**config.mk**
```make
export PLATFORM = sky130hd
export DESIGN_NAME = sqrt_range_ctrl_flat
export DESIGN_NICKNAME = d
export VERILOG_FILES = /design/src/rtl/sqrt_range_ctrl_if.sv /design/src/rtl/sqrt_range_ctrl.sv /design/src/flat_wrapper.sv
export SDC_FILE = /design/constraint.sdc
export NUM_CORES = 1
export LEC_CHECK = 0
export BUFFER_PORTS_ARGS = -buffer_cell sky130_fd_sc_hd__buf_2
export CAP_MARGIN = 10
export CORE_MARGIN = 10
export CORE_UTILIZATION = 45
export DETAILED_ROUTE_END_ITERATION = 16
export GPL_TIMING_DRIVEN = 0
export PLACE_DENSITY = 0.66
export RECOVER_POWER = 100
export SETUP_SLACK_MARGIN = 0.2
export SYNTH_ARGS = -nofsm -noshare
export SYNTH_HDL_FRONTEND = slang
export SYNTH_SLANG_ARGS = --single-unit
```
**constraint.sdc**
```tcl
create_clock -name clk -period 11.2 [get_ports clk]
set_clock_uncertainty 0.05 [all_clocks]
set_input_delay 1.12 -clock clk [delete_from_list [all_inputs] [get_ports clk]]
set_output_delay 1.12 -clock clk [all_outputs]
set_load 0.05 [all_outputs]
```
**src/rtl/sqrt_range_ctrl_if.sv**
```systemverilog
// Handshake and evaluator bus for sqrt_range_ctrl.
// master: operand producer / result consumer / sqrt evaluator side.
// slave:  the range-reduction controller itself.
interface sqrt_range_ctrl_if;
    logic [30:0] e_i;           // operand, unsigned 6.25
    logic        in_valid_i;
    logic        in_ready_o;
    logic [30:0] sq_x_f_o;      // mantissa fraction to the evaluator
    logic        sq_polysel_o;  // 1 = [1,2) table, 0 = [2,4) table
    logic [19:0] sq_y_f_i;      // evaluator result, unsigned 2.18
    logic [23:0] f_o;           // sqrt(e), unsigned 3.21
    logic        out_valid_o;
    logic        out_ready_i;

    modport master (
        output e_i, in_valid_i, sq_y_f_i, out_ready_i,
        input  in_ready_o, sq_x_f_o, sq_polysel_o, f_o, out_valid_o
    );

    modport slave (
        input  e_i, in_valid_i, sq_y_f_i, out_ready_i,
        output in_ready_o, sq_x_f_o, sq_polysel_o, f_o, out_valid_o
    );
endinterface

```
**src/rtl/sqrt_range_ctrl.sv**
```systemverilog
// Range-reduction / reconstruction controller around the piecewise-linear
// sqrt evaluator. Normalises e to mantissa/exponent, feeds the evaluator,
// then rescales its result by half the exponent.
// Optional feature: define SQRT_COARSE_SHIFT_EN to allow 8-bit normalisation
// steps (same results, shorter latency for small operands).
module sqrt_range_ctrl (
    input  logic               clk,
    input  logic               reset,
    sqrt_range_ctrl_if.slave   bus
);

    typedef enum logic [2:0] {StIdle, StNorm, StEval, StDenorm, StDone} state_e;

    state_e             state_q, state_d;
    logic [30:0]        sh_q, sh_d;
    logic signed [5:0]  exp_q, exp_d;       // p - 25, range -25..+5
    logic signed [4:0]  k_q, k_d;           // exp >>> 1, range -13..+2
    logic [19:0]        y_q, y_d;
    logic [30:0]        x_f_q, x_f_d;
    logic               polysel_q, polysel_d;
    logic [23:0]        f_q, f_d;
    logic               out_valid_q, out_valid_d;

    // Reconstruction datapath signals
    logic [5:0]         shamt;              // 3 + k, two's complement, -10..+5
    logic [5:0]         rshamt;             // -(3 + k) when shamt is negative
    logic [29:0]        scaled;             // wide enough for y << 5
    logic [23:0]        f_scaled;

    // Rescale captured y by 2^(3+k) with truncation on right shifts and saturation
    always_comb begin
        shamt    = {k_q[4], k_q} + 6'd3;
        rshamt   = 6'd0 - shamt;
        scaled   = '0;
        f_scaled = '0;
        if (!shamt[5]) begin
            scaled = {10'd0, y_q} << shamt[2:0];
        end else begin
            scaled = {10'd0, y_q} >> rshamt[3:0];
        end
        f_scaled = (|scaled[29:24]) ? 24'hFF_FFFF : scaled[23:0];
    end

    // Next-state and register-update decode
    always_comb begin
        state_d   = state_q;
        sh_d      = sh_q;
        exp_d     = exp_q;
        k_d       = k_q;
        y_d       = y_q;
        x_f_d     = x_f_q;
        polysel_d = polysel_q;
        f_d       = f_q;

        unique case (state_q)
            StIdle: begin
                if (bus.in_valid_i) begin
                    sh_d  = bus.e_i;
                    exp_d = 6'sd5;
                    if (bus.e_i == '0) begin
                        f_d     = '0;
                        state_d = StDone;
                    end else begin
                        state_d = StNorm;
                    end
                end
            end
            StNorm: begin
                if (sh_q[30]) begin
                    // Fraction bits are the same for even and odd exponents;
                    // odd exponents use the [2,4) table.
                    x_f_d     = {sh_q[29:0], 1'b0};
                    polysel_d = ~exp_q[0];
                    k_d       = 5'(exp_q >>> 1);
                    state_d   = StEval;
                end
`ifdef SQRT_COARSE_SHIFT_EN
                else if (sh_q[30:23] == 8'd0) begin
                    sh_d  = {sh_q[22:0], 8'd0};
                    exp_d = exp_q - 6'sd8;
                end
`endif
                else begin
                    sh_d  = {sh_q[29:0], 1'b0};
                    exp_d = exp_q - 6'sd1;
                end
            end
            StEval: begin
                // Evaluator inputs have been stable for a full cycle here
                y_d     = bus.sq_y_f_i;
                state_d = StDenorm;
            end
            StDenorm: begin
                f_d     = f_scaled;
                state_d = StDone;
            end
            StDone: begin
                if (bus.out_ready_i) begin
                    state_d = StIdle;
                end
            end
            default: begin
                state_d = StIdle;
            end
        endcase

        out_valid_d = (state_d == StDone);
    end

    // State and datapath registers
    always_ff @(posedge clk or posedge reset) begin
        if (reset) begin
            state_q     <= StIdle;
            sh_q        <= '0;
            exp_q       <= '0;
            k_q         <= '0;
            y_q         <= '0;
            x_f_q       <= '0;
            polysel_q   <= 1'b0;
            f_q         <= '0;
            out_valid_q <= 1'b0;
        end else begin
            state_q     <= state_d;
            sh_q        <= sh_d;
            exp_q       <= exp_d;
            k_q         <= k_d;
            y_q         <= y_d;
            x_f_q       <= x_f_d;
            polysel_q   <= polysel_d;
            f_q         <= f_d;
            out_valid_q <= out_valid_d;
        end
    end

    assign bus.in_ready_o   = (state_q == StIdle);
    assign bus.sq_x_f_o     = x_f_q;
    assign bus.sq_polysel_o = polysel_q;
    assign bus.f_o          = f_q;
    assign bus.out_valid_o  = out_valid_q;

endmodule

```
**src/flat_wrapper.sv**
```systemverilog
// flat-port wrapper written by rule: the top's interface ports become plain ports
module sqrt_range_ctrl_flat 
  (clk, reset, bus_e_i, bus_in_valid_i, bus_sq_y_f_i, bus_out_ready_i, bus_in_ready_o, bus_sq_x_f_o, bus_sq_polysel_o, bus_f_o, bus_out_valid_o);
  sqrt_range_ctrl_if bus_i ();
  input  logic clk;
  input  logic reset;
  input wire logic [$bits(bus_i.e_i)-1:0] bus_e_i;
  input wire logic [$bits(bus_i.in_valid_i)-1:0] bus_in_valid_i;
  input wire logic [$bits(bus_i.sq_y_f_i)-1:0] bus_sq_y_f_i;
  input wire logic [$bits(bus_i.out_ready_i)-1:0] bus_out_ready_i;
  output wire logic [$bits(bus_i.in_ready_o)-1:0] bus_in_ready_o;
  output wire logic [$bits(bus_i.sq_x_f_o)-1:0] bus_sq_x_f_o;
  output wire logic [$bits(bus_i.sq_polysel_o)-1:0] bus_sq_polysel_o;
  output wire logic [$bits(bus_i.f_o)-1:0] bus_f_o;
  output wire logic [$bits(bus_i.out_valid_o)-1:0] bus_out_valid_o;
  assign bus_i.e_i = bus_e_i;
  assign bus_i.in_valid_i = bus_in_valid_i;
  assign bus_i.sq_y_f_i = bus_sq_y_f_i;
  assign bus_i.out_ready_i = bus_out_ready_i;
  assign bus_in_ready_o = bus_i.in_ready_o;
  assign bus_sq_x_f_o = bus_i.sq_x_f_o;
  assign bus_sq_polysel_o = bus_i.sq_polysel_o;
  assign bus_f_o = bus_i.f_o;
  assign bus_out_valid_o = bus_i.out_valid_o;
  sqrt_range_ctrl u_core (.clk(clk), .reset(reset), .bus(bus_i));
endmodule
```
### Yosys cells after proc, flatten, opt, wreduce, memory -nomap -nowiden

Cells that the tools add are included.
Widths: inputs -> output; s select.

| storage, ports and cells | value |
|---|---|
| bits in registers | 121 |
| bits in latches | 0 |
| RAM bits | 0 |
| memory bits (read-only) | 0 |
| input bits | 55 |
| output and inout bits | 58 |
| word-level logic and storage cells | 49 |
| memories | 0 |

| cells by class | value |
|---|---|
| $add $sub $neg | 3 |
| multipliers | 0 |
| div/mod/pow operators | 0 |
| magnitude comparators | 0 |
| eq/ne operators | 8 |
| shift-type cells | 2 |
| muxes and demuxes | 16 |
| bitwise logic cells | 1 |
| reduce and logical (&&, ||, !) cells | 9 |

Operator list:

| cell | count |
|---|---|
| $mux 24 | 3 |
| $mux 31 | 2 |
| $pmux 31 s2 | 1 |
| $pmux 24 s2 | 1 |
| $logic_not 31->1 | 1 |
| $mux 30 | 1 |
| $shl 20x3->30 | 1 |
| $shr 20x4->30 | 1 |
| $pmux 3 s5 | 1 |
| $mux 3 | 4 |
| $mux 6 | 2 |
| $pmux 6 s2 | 1 |
| $add 5x3->6 const B | 1 |
| $eq 3x2->1 const B | 2 |
| $eq 3x3->1 const B | 2 |
| $reduce_and 3->1 | 2 |
| $reduce_or 6->1 | 1 |
| $sub 6x2->6 const B | 1 |
| $ne 2x2->1 const B | 2 |
| $reduce_and 2->1 | 2 |
| $reduce_bool 2->1 | 2 |
| $sub 1x4->4 const A | 1 |
| $eq 3x1->1 const B | 1 |
| $logic_not 3->1 | 1 |
| other kinds (2) | 2 |

### Longest topological paths before layout

| depth | value |
|---|---|
| word-level depth | 7 |
| mapped depth | 13 |
| mapped depth without buffers | 7 |

### Least setup slack after synthesis

OpenSTA, ideal clock, no wires.

| timing | value |
|---|---|
| kind | register to register |
| from | register u_core.k_q[0] |
| to | register u_core.f_q[0] (netlist: u_core.bus.f_o[0]) |
| library setup time | 0.126 ns |
| data arrival time | 2.742 ns |
| data required time | 11.024 ns |
| setup slack | 8.282 ns |
| cell stages (with the launch flop) | 13 |
| buffers on the path | 5 |
| clock period less this slack | 2.918 ns |
| cell sequence | dfrtp_1 buf_2 buf_2 inv_1 buf_1 ha_1 buf_6 buf_6 mux4_2 nand2_1 a21oi_1 mux2_2 a221o_1 |

| between the ends | value |
|---|---|
| longest elaborated chain between the ends | 7 |
| elaborated cells on any way between the ends | 8 |
| classes of those cells | 2 x add/sub; 2 x shift; 3 x mux; 1 x reduce/logical |

Ends and longest elaborated chain:

| what | line | source |
|---|---|---|
| start: declaration | sqrt_range_ctrl.sv:17 | `logic signed [4:0] k_q, k_d;` |
| start signal: assignment | sqrt_range_ctrl.sv:126 | `k_q <= k_d;` |
| $add 5x3->6 (*) | sqrt_range_ctrl.sv:32 | `shamt = {k_q[4], k_q} + 6'd3;` |
| $sub 1x4->4 | sqrt_range_ctrl.sv:33 | `rshamt = 6'd0 - shamt;` |
| $shr 20x4->30 | sqrt_range_ctrl.sv:39 | `scaled = {10'd0, y_q} >> rshamt[3:0];` |
| $mux 30 (*) | sqrt_range_ctrl.sv:36 | `if (!shamt[5]) begin` |
| $reduce_or 6->1 | sqrt_range_ctrl.sv:41 | `f_scaled = (\|scaled[29:24]) ? 24'hFF_FFFF : scaled[23:0];` |
| $mux 24 (*) | sqrt_range_ctrl.sv:41 |  |
| $pmux 24 s2 (*) | sqrt_range_ctrl.sv:55 | `unique case (state_q)` |
| end signal: assignment | sqrt_range_ctrl.sv:120 | `f_q <= '0;` |
| end signal: assignment | sqrt_range_ctrl.sv:130 | `f_q <= f_d;` |
| end: declaration | sqrt_range_ctrl.sv:21 | `logic [23:0] f_q, f_d;` |

Every way passes the cells marked *; elsewhere a longest branch is shown, timed or not.
A chain may end at the register's enable or synchronous reset.

==> results.json <==
{
  "grt_pass1_wl_mm": 32.5,
  "synth-xor-area-share_pct": 0.900,
  "fmax_mhz": 165,
  "r2r_start": "u_core.k_q[0]",
  "synth-seq-cells": 121,
  "worstHoldPathType": "reg -> reg",
  "pwr_density_cell_nw_per_um2": 377,
  "die-area_sq_um": 20100,
  "insertion_delay_ns": 0.43,
  "port_buffers": 111,
  "ctsHoldBuffers": 0,
  "clock-root-buffer": "clkbuf_16",
  "fillers": 1400,
  "crit_buf_inv": 3,
  "dp_hpwl_mm": 15.2,
  "antenna_found_initial": 0,
  "coreArea_sq_um": 14500,
  "htreeDepth": 4,
  "vdd_ir_drop_max_v": 0.000159,
  "area_growth_pct": 18.9,
  "synthSimpleGateAreaFrac_pct": 18.6,
  "drtIter0Drc": 531,
  "leakagePower_nw": 3.69,
  "whs_path_depth": 2,
  "arrival_ns": 5.46,
  "cap_viol_max_count": 2,
  "synth_compound_area_share_pct": 15.6,
  "synth_cells": 695,
  "tightest_slew_ns": 4.56,
  "clk_path_buf_depth": 2,
  "nets": 885,
  "rsz0062_at_grt": "false",
  "cts_setup_buffers": 0,
  "cts.sinks": 121,
  "yosysWarnings": 0,
  "max_slew_margin_pct": -204,
  "required_ns": 10.61,
  "fin_hold_ws_ns": 0.425,
  "syn-cell-area_sq_um": 6670,
  "yosysSeqAreaShare_pct": 45.4,
  "fin_crit_ns": 6.05,
  "io_pins": 113,
  "setup_tns_ns": 0,
  "synth-edff-count": 0,
  "muxShareOfSynthArea_pct": 14.5,
  "layout-drive-gt1-share_pct": 18.7,
  "first_pass_iters": 6,
  "fin_util_pct": 54.6,
  "drcViolationCount": 0,
  "viasPerCell": 5.90,
  "setup_viol": 0,
  "ys_types": 62,
  "worst-path-max-fanout": 86,
  "via_count": 6035,
  "core.rowCount": 44,
  "crit_path_start": "reset",
  "multi_input_area_sq_um": 3340,
  "cts_buffers": 17,
  "violations": "max-capacitance violations, max-slew violations",
  "synthArstFlopShare_pct": 100,
  "grt_overflow": 0,
  "drtAntennaViolNets": 0,
  "final_max_slew_viol_count": 124,
  "synth_top_family_by_area": "simple AND/OR/NAND/NOR gates",
  "r2r_slack_ns": 5.98,
  "wire_per_inst_microns": 19.8,
  "ff2ff_path_depth": 12,
  "cts_tree": "done",
  "start_util_pct": 45.9,
  "synth_nets": 754,
  "cp-end-kind": "asynchronous set/reset pin",
  "syn_area_per_cell_sq_um": 9.60,
  "wl_mm": 20.3,
  "cts_resized": 0,
  "die_x_microns": 142,
  "holdPathEnd": "u_core.bus.sq_x_f_o[12]",
  "grtUsageTotal_pct": 20.2,
  "grt_pass1_vias": 6046,
  "period_share_pct": 54.0,
  "gp_congestion": 0.967,
  "hp-start": "u_core.bus.sq_x_f_o[12]",
  "r2r-end": "u_core.bus.f_o[7]",
  "power.total_w": 0.00299,
  "critPathLaunchType": "primary input",
  "crit_chain": "buf_2 > clkinvlp_2 > clkbuf_1",
  "critical-path-top-delay-family": "buffers and inverters",
  "die_y_microns": 142,
  "grt_max_degree": 87,
  "outcome": "complete, but fails checks",
  "final-seq-area_sq_um": 3030,
  "path_clk_slew_ns": 0.06,
  "finalHoldViolCount": 0,
  "crit_type": "in -> async",
  "cp_slowest_cell": "clkbuf_1",
  "dominantRegCellSynth": "dfrtp_1",
  "synth-adder-area-share_pct": 0.750,
  "antennaDiodeCount": 0,
  "slowest_delay_ns": 3.24
}
-- tightest hold or removal path: stages, from the launching register on --
cell	delay, ns
dfrtp_1	0.34
nand2_1	0.05
nand2_1	0.06
-- per-layer routing --
| layer | GRT usage [%] | routed length [microns] | up-vias |
|---|---|---|---|
| met4 | 6.99 | 407 | 0 |
| met1 | 27.3 | 8910 | 2949 |
| met3 | 5.57 | 1700 | 40 |
| met5 | 0 | 0 | - |
| met2 | 30.3 | 9280 | 286 |
| li1 | - | - | 2760 |
-- area by class of cell --
class,count,share of cell area [%]
plain buffers,50,2.87
clock buffers,18,5.54
clock inverters,14,1.85
inverters,9,0.442
multi-input cells,515,42.1
flip-flops and latches,121,38.2
well taps,184,2.90
repair buffers,112,6.12
-- registers in the layout, summed over array words and instances, names as in the netlist --
register / cells
u_core.bus.f_o: 24
u_core.bus.out_valid_o: 1
u_core.bus.sq_polysel_o: 1
u_core.bus.sq_x_f_o: 30
u_core.exp_q: 6
u_core.k_q: 5
u_core.sh_q: 31
u_core.state_q: 3
u_core.y_q: 20
-- Yosys cell counts, types with 2 or more instances --
library cell / count / area (sq um)
nor2_1: 28 / 105
a32o_1: 2 / 20.0
nor2b_1: 5 / 31.3
ha_1: 4 / 50.1
a221o_1: 4 / 40.0
buf_1: 3 / 11.3
mux4_2: 9 / 203
nor4_1: 8 / 50.1
a2bb2oi_1: 2 / 17.5
a211o_1: 18 / 158
nand4_1: 2 / 12.5
inv_1: 9 / 33.8
a22oi_1: 31 / 233
a22o_1: 3 / 26.3
mux2_4: 2 / 30.0
a21o_1: 4 / 30.0
or3_1: 9 / 56.3
mux2i_1: 27 / 270
o22ai_1: 15 / 93.8
nand3_1: 3 / 15.0
or2_2: 2 / 12.5
a31oi_1: 2 / 12.5
nor3_1: 11 / 55.1
mux2_2: 40 / 450
buf_2: 11 / 55.1
xnor2_1: 2 / 17.5
clkbuf_1: 27 / 101
nor3b_1: 2 / 15.0
dfrtp_1: 121 / 3030
nand2_1: 193 / 724
o21ai_0: 22 / 110
a21oi_1: 12 / 60.1
xor2_1: 3 / 26.3
and2_1: 3 / 18.8
a221oi_1: 14 / 123
o21ai_1: 2 / 10.0
nand2b_1: 7 / 43.8
buf_4: 5 / 37.5
buf_6: 4 / 45.0
a211oi_1: 2 / 15.0
-- how the worst max path moves through the flow --
stage	to	cells after the start
6_report	u_core.bus.f_o[23]	3
5_1_grt	u_core.bus.f_o[3]	3
4_1_cts	u_core.bus.f_o[0]	11
3_5_place_dp	u_core.bus.f_o[0]	11
3_3_place_gp	u_core.bus.f_o[23]	2
2_1_floorplan	u_core.bus.f_o[0]	1
-- layout by cell type, fill, tap and decap left out, drive strengths merged, types with 9 or more instances in the layout --
master	synthesis	layout
mux4	9	9
nand2	194	194
o21ai	24	24
or3	9	9
o22ai	15	15
a211o	18	18
mux2i	27	27
nor2	28	28
buf	23	64
nor3	13	13
a221oi	14	14
a21oi	12	12
dfrtp	121	121
inv	9	10
a22oi	31	31
clkbuf	27	116
mux2	43	43
-- metrics by stage --
step	cell area [sq um]	setup slack, ns	instances
floorplan	6670	6.82	695
global placement	7460	5.55	990
detailed placement	7490	7.69	991
CTS	8070	7.66	1023
global route	7930	4.00	1023
finish	7930	5.15	1023
-- cell families after synthesis --
kind of cell	count (synthesis)
AOI/OAI and AO/OA	142
xor gates and xnor gates	6
adders and majority gates	4
buffers and inverters	59
DFF	121
muxes	79
other	1
and+or+nand+nor	283
-- power breakdown --
group	internal [W]	leakage [nW]	switching [W]
sequential	0.000635	1.51	0.000190
combinational	0.000545	1.90	0.00107
clock	0.000333	0.282	0.000211
(Power assumes the default switching activity.)
